### config.mk
export PLATFORM = sky130hd
export DESIGN_NAME = rr_mux_arbiter_flat
export DESIGN_NICKNAME = d
export VERILOG_FILES = /design/src/rtl/rr_mux_arbiter_if.sv /design/src/rtl/rr_mux_arbiter.sv /design/src/flat_wrapper.sv
export SDC_FILE = /design/constraint.sdc
export NUM_CORES = 1
export LEC_CHECK = 0
export ABC_AREA = 0
export CAP_MARGIN = 20
export CORE_MARGIN = 5
export CORE_UTILIZATION = 44
export DETAILED_ROUTE_END_ITERATION = 8
export PLACE_DENSITY = 0.81
export SLEW_MARGIN = 10
export SYNTH_ARGS = -nofsm -noshare
export SYNTH_HDL_FRONTEND = slang
export SYNTH_SLANG_ARGS = --single-unit
### constraint.sdc
create_clock -name clk -period 2.65 [get_ports clk]
set_input_delay 0.53 -clock clk [delete_from_list [all_inputs] [get_ports clk]]
set_output_delay 0.53 -clock clk [all_outputs]
set_load 0.03 [all_outputs]
### src/rtl/rr_mux_arbiter_if.sv
// Requester/consumer bundle for rr_mux_arbiter.
// ARB_LOCK_EN adds the per-requester burst lock.
interface rr_mux_arbiter_if #(
    parameter int NUM_REQ = 4,
    parameter int DATA_W  = 8
);
    logic [NUM_REQ-1:0]        req_i;
    logic [NUM_REQ*DATA_W-1:0] data_i;
    logic                      out_ready_i;
    logic [NUM_REQ-1:0]        gnt_o;
    logic                      out_valid_o;
    logic [DATA_W-1:0]         out_data_o;
    logic [NUM_REQ-1:0]        ack_o;
`ifdef ARB_LOCK_EN
    logic [NUM_REQ-1:0]        lock_i;

    modport master (
        output req_i, data_i, out_ready_i, lock_i,
        input  gnt_o, out_valid_o, out_data_o, ack_o
    );
    modport slave (
        input  req_i, data_i, out_ready_i, lock_i,
        output gnt_o, out_valid_o, out_data_o, ack_o
    );
`else
    modport master (
        output req_i, data_i, out_ready_i,
        input  gnt_o, out_valid_o, out_data_o, ack_o
    );
    modport slave (
        input  req_i, data_i, out_ready_i,
        output gnt_o, out_valid_o, out_data_o, ack_o
    );
`endif
endinterface

### src/rtl/rr_mux_arbiter.sv
// Round-robin arbiter driving a one-hot and-or mux onto one valid/ready channel.
// Define ARB_LOCK_EN to let a granted requester hold the channel for bursts.
module rr_mux_arbiter #(
    parameter int NUM_REQ = 4,
    parameter int DATA_W  = 8
) (
    input  logic             clk,
    input  logic             reset,
    rr_mux_arbiter_if.slave  bus
);
    localparam int PW = (NUM_REQ > 1) ? $clog2(NUM_REQ) : 1;

    typedef enum logic {IDLE, BUSY} state_t;

    state_t             state_q, state_d;
    logic [PW-1:0]      ptr_q, ptr_d;
    logic [PW-1:0]      g_idx, ptr_nx;
    logic [NUM_REQ-1:0] gnt_q, gnt_d;
    logic [NUM_REQ-1:0] others;
    logic               valid, xfer, lock_hit;
    logic [DATA_W-1:0]  mux_data;

    // First set bit of r at or after p, wrapping.
    function automatic logic [NUM_REQ-1:0] rr_pick(
        input logic [NUM_REQ-1:0] r,
        input logic [PW-1:0]      p
    );
        logic [NUM_REQ-1:0] o;
        logic               done;
        int                 idx;
        o    = '0;
        done = 1'b0;
        for (int i = 0; i < NUM_REQ; i++) begin
            idx = int'(p) + i;
            if (idx >= NUM_REQ) idx = idx - NUM_REQ;
            if (!done && r[idx]) begin
                o[idx] = 1'b1;
                done   = 1'b1;
            end
        end
        return o;
    endfunction

    always_comb begin
        g_idx = '0;
        for (int k = 0; k < NUM_REQ; k++) begin
            if (gnt_q[k]) g_idx = g_idx | PW'(k);
        end
    end

    assign ptr_nx = (g_idx == PW'(NUM_REQ - 1)) ? '0 : g_idx + 1'b1;
    assign valid  = |gnt_q;
    assign xfer   = valid & bus.out_ready_i;
    assign others = bus.req_i & ~gnt_q;

`ifdef ARB_LOCK_EN
    assign lock_hit = |(bus.lock_i & gnt_q);
`else
    assign lock_hit = 1'b0;
`endif

    always_comb begin
        state_d = state_q;
        ptr_d   = ptr_q;
        gnt_d   = gnt_q;
        unique case (state_q)
            IDLE: begin
                if (|bus.req_i) begin
                    gnt_d   = rr_pick(bus.req_i, ptr_q);
                    state_d = BUSY;
                end
            end
            BUSY: begin
                if (xfer) begin
                    // Locked beats keep grant and pointer.
                    if (!lock_hit) begin
                        ptr_d   = ptr_nx;
                        gnt_d   = rr_pick(others, ptr_nx);
                        state_d = (|others) ? BUSY : IDLE;
                    end
                end else if (!(|(bus.req_i & gnt_q))) begin
                    gnt_d   = '0;
                    state_d = IDLE;
                end
            end
        endcase
    end

    always_ff @(posedge clk or posedge reset) begin
        if (reset) begin
            state_q <= IDLE;
            ptr_q   <= '0;
            gnt_q   <= '0;
        end else begin
            state_q <= state_d;
            ptr_q   <= ptr_d;
            gnt_q   <= gnt_d;
        end
    end

    always_comb begin
        mux_data = '0;
        for (int k = 0; k < NUM_REQ; k++) begin
            mux_data = mux_data |
                (bus.data_i[k*DATA_W +: DATA_W] & {DATA_W{gnt_q[k]}});
        end
    end

    assign bus.gnt_o       = gnt_q;
    assign bus.out_valid_o = valid;
    assign bus.out_data_o  = mux_data;
    assign bus.ack_o       = gnt_q & {NUM_REQ{xfer}};

endmodule
### src/flat_wrapper.sv
// flat-port wrapper written by rule: the top's interface ports become plain ports
module rr_mux_arbiter_flat 
#(
    parameter int NUM_REQ = 4,
    parameter int DATA_W  = 8
)
  (clk, reset, bus_req_i, bus_data_i, bus_out_ready_i, bus_gnt_o, bus_out_valid_o, bus_out_data_o, bus_ack_o);
  rr_mux_arbiter_if #(.NUM_REQ(NUM_REQ), .DATA_W(DATA_W)) bus_i ();
  input  logic clk;
  input  logic reset;
  input wire logic [$bits(bus_i.req_i)-1:0] bus_req_i;
  input wire logic [$bits(bus_i.data_i)-1:0] bus_data_i;
  input wire logic [$bits(bus_i.out_ready_i)-1:0] bus_out_ready_i;
  output wire logic [$bits(bus_i.gnt_o)-1:0] bus_gnt_o;
  output wire logic [$bits(bus_i.out_valid_o)-1:0] bus_out_valid_o;
  output wire logic [$bits(bus_i.out_data_o)-1:0] bus_out_data_o;
  output wire logic [$bits(bus_i.ack_o)-1:0] bus_ack_o;
  assign bus_i.req_i = bus_req_i;
  assign bus_i.data_i = bus_data_i;
  assign bus_i.out_ready_i = bus_out_ready_i;
  assign bus_gnt_o = bus_i.gnt_o;
  assign bus_out_valid_o = bus_i.out_valid_o;
  assign bus_out_data_o = bus_i.out_data_o;
  assign bus_ack_o = bus_i.ack_o;
  rr_mux_arbiter #(.NUM_REQ(NUM_REQ), .DATA_W(DATA_W)) u_core (.clk(clk), .reset(reset), .bus(bus_i));
endmodule
==> results.toml <==
[status]
outcome = "finished, final reports clean"

[logic_synthesis]
syn_area_um2 = 1390
synthAdderAreaFrac_pct = 13.5
avgSynthCellArea_um2 = 9.15
synthTopCellsByCount = "a22oi_1 (18), ha_1 (15), nand2_1 (13)"
synth_top_cell_by_area = "ha_1"
synth.distinct_cells = 52
yosys.area_share.simple_pct = 28.7
ys_seq_area_share_pct = 12.6
yosysTopAreaCellShare_pct = 13.5
syn_inst = 152
yosys_warnings = 0
synth-xor-area-share_pct = 0
synth_edf_count = 0
synthArstFlopShare_pct = 100
syn-num-nets = 206
synth_top_family_by_area = "compound AO/OA/AOI/OAI gates"
post-synth-top-count-cell = "a22oi_1"
synth-main-ff-cell = "dfrtp_1"
ys_top_cells_by_area = "ha_1 (14%), dfrtp_1 (13%), a22oi_1 (9.7%)"
synthMuxAreaShare_pct = 8.64
synth_compound_gate_area_share_pct = 29.3
synth_seq_cells = 7

[worst_setup_path]
cp_max_fo = 8
crit_top_cell = "clkdlybuf4s50_1"
end_kind = "output pin"
arrival_ns = 2.01
crit_path_max_incr_delay_ns = 0.68
worst-setup-path-type = "in -> out"
cp_cell_sequence = "clkdlybuf4s50_1 > and2_1 > clkdlybuf4s50_1"
slowest_stage = "clkdlybuf4s50_1"
worstSetupStartpointType = "primary input"
worstPathRequired_ns = 2.12
r2r_cells = 7

[floorplanning]
die_w_um = 66.2
num_rows = 20
die_h_um = 66.2
coreArea_um2 = 3050
die-area_um2 = 4380
start_util_pct = 45.5
io_pins = 56

[detailed_routing]
dr.pass1.iters = 4
drt-total-wl_um = 4620
via_count = 1585
avgViaCountPerCell = 6.12
route.detailed.drc = 0
avgRoutedWirePerCell_um = 17.9
drtIter0Drc = 113
ant_nets = 0

[cells_and_area]
diodes = 0
final_core_util_pct = 68.1
final_nets = 270
area_growth_pct = 49.5
drive_gt1_share_pct = 16.7

[timing]
grt_setup_unrepaired = "no"
final.setup_skew_ns = 0.00204
fin_crit_ns = 2.54
hold_viol = 0
tns_ns = 0
worst-slew-pin-transition_ns = 0.639
drv_slew = 0
max_slew_margin_pct = 57.2
finalCritPeriodShare_pct = 95.8
setup_viol = 0
max_freq_mhz = 394

[min_path]
hold_path.class = "in -> async"

[grt]
antenna_found_initial = 0
grt_use_total_pct = 21.4
grt_pass1_vias = 1559
grt_pass1_wl_um = 7350
grt_max_degree = 20
grt_overflow = 0

[clock_network]
tritoncts = "built"
post-cts-setup-buffers = 0
clkLatencyLatePin_ns = 0.26
post_cts_resized = 0
cts_max_level = 1
clk_path_buf_depth = 2
ctsHoldBuffers = 0
cts_root_buffer = "clkbuf_4"
cts.sinks = 7
clkTransAtPathRegs_ns = 0.05
numCtsBuffers = 3

[place]
post-dp-hpwl_um = 3700
portBuffers = 55
gp_congestion = 0.915

[power_and_ir_drop]
power_per_cell_area_nw_per_um2 = 922
leakagePower_nw = 0.824
peakVddDrop_v = 0.000700

[run]
drv_cap = 0
[power by group]
| part | switching [mW] | internal [mW] |
|---|---|---|
| combinational | 0.896 | 0.712 |
| sequential | 0.0565 | 0.151 |
| clock | 0.0437 | 0.0577 |
| total | 0.996 | 0.921 |
[kinds of logic (layout without fill, tap and decap cells)]
family | count (synthesis) | after routing
adders and majority gates | 15 | 15
and+or+nand+nor | 55 | 55
DFF | 7 | 7
muxes | 7 | 7
AOI/OAI and AO/OA | 50 | 50
buffers and inverters | 18 | 81
[metal layers]
layer	global-route usage (%)	part of all wire (%)	up-vias
li1	-	-	731
met1	25.3	41	728
met2	37.1	44	112
met3	5.78	12	14
met4	6.60	2.7	0
met5	0	0	-
[state kept, by name, summed over array words and instances, names as in the netlist]
register and flops:
u_core.state_q 1, u_core.ptr_q 2, u_core.bus.gnt_o 4
[stage by stage]
stage	std cells	hold slack, ns	setup WS (ns)	area [um^2]	power, mW
3_3_place_gp	255	0.724	0.0847	2050	1.76
5_1_grt	259	0.544	0.0471	2080	2.05
6_report	259	0.514	0.112	2080	1.92
4_1_cts	259	0.513	0.0460	2080	1.91
3_5_place_dp	255	0.747	0.0148	2050	1.81
2_1_floorplan	152	0.333	0.132	1390	1.32
[layout by cell type, fill, tap and decap left out, types with 2 or more instances in the layout]
master / netlist / routed
a211oi_1: 4 / 4
a222oi_1: 4 / 4
a22o_1: 4 / 4
a22oi_1: 18 / 18
a32oi_1: 4 / 4
and2_1: 8 / 8
buf_4: 2 / 15
clkbuf_4: 0 / 3
clkdlybuf4s50_1: 0 / 54
dfrtp_1: 7 / 7
ha_1: 15 / 15
inv_1: 5 / 5
mux2i_1: 3 / 3
mux4_2: 4 / 4
nand2_1: 13 / 13
nand2b_1: 5 / 5
nand3_1: 3 / 3
nor2_1: 2 / 2
nor2b_1: 2 / 2
nor4_4: 2 / 2
nor4b_1: 3 / 3
o211ai_1: 4 / 4
o21ai_0: 2 / 2
[area by class of cell]
| cell class | instances | area, um^2 |
|---|---|---|
| tap | 44 | 55.1 |
| sequential | 7 | 175 |
| inverter | 6 | 22.5 |
| multi-input combinational | 127 | 1110 |
| fill | 246 | 975 |
| timing repair buffer | 71 | 686 |
| clock buffer | 4 | 26.3 |
[critical path, delay by kind of cell]
kind / cells / cell delay, ns
AND/OR/NAND/NOR: 1 / 0.17
buffers and inverters: 2 / 1.30
[worst paths after layout]
kind	from	end	slack, ns
max	bus_out_ready_i	bus_ack_o[0]	0.11
min	reset	u_core.ptr_q[1]	0.51
max reg2reg	u_core.ptr_q[1]	u_core.bus.gnt_o[0]	0.13
min reg2reg	u_core.ptr_q[0]	u_core.ptr_q[0]	0.75
max in group asynchronous	reset	u_core.state_q	1.92
min in group clk	u_core.ptr_q[0]	u_core.ptr_q[0]	0.75
Power figures use the tool's default switching activity.
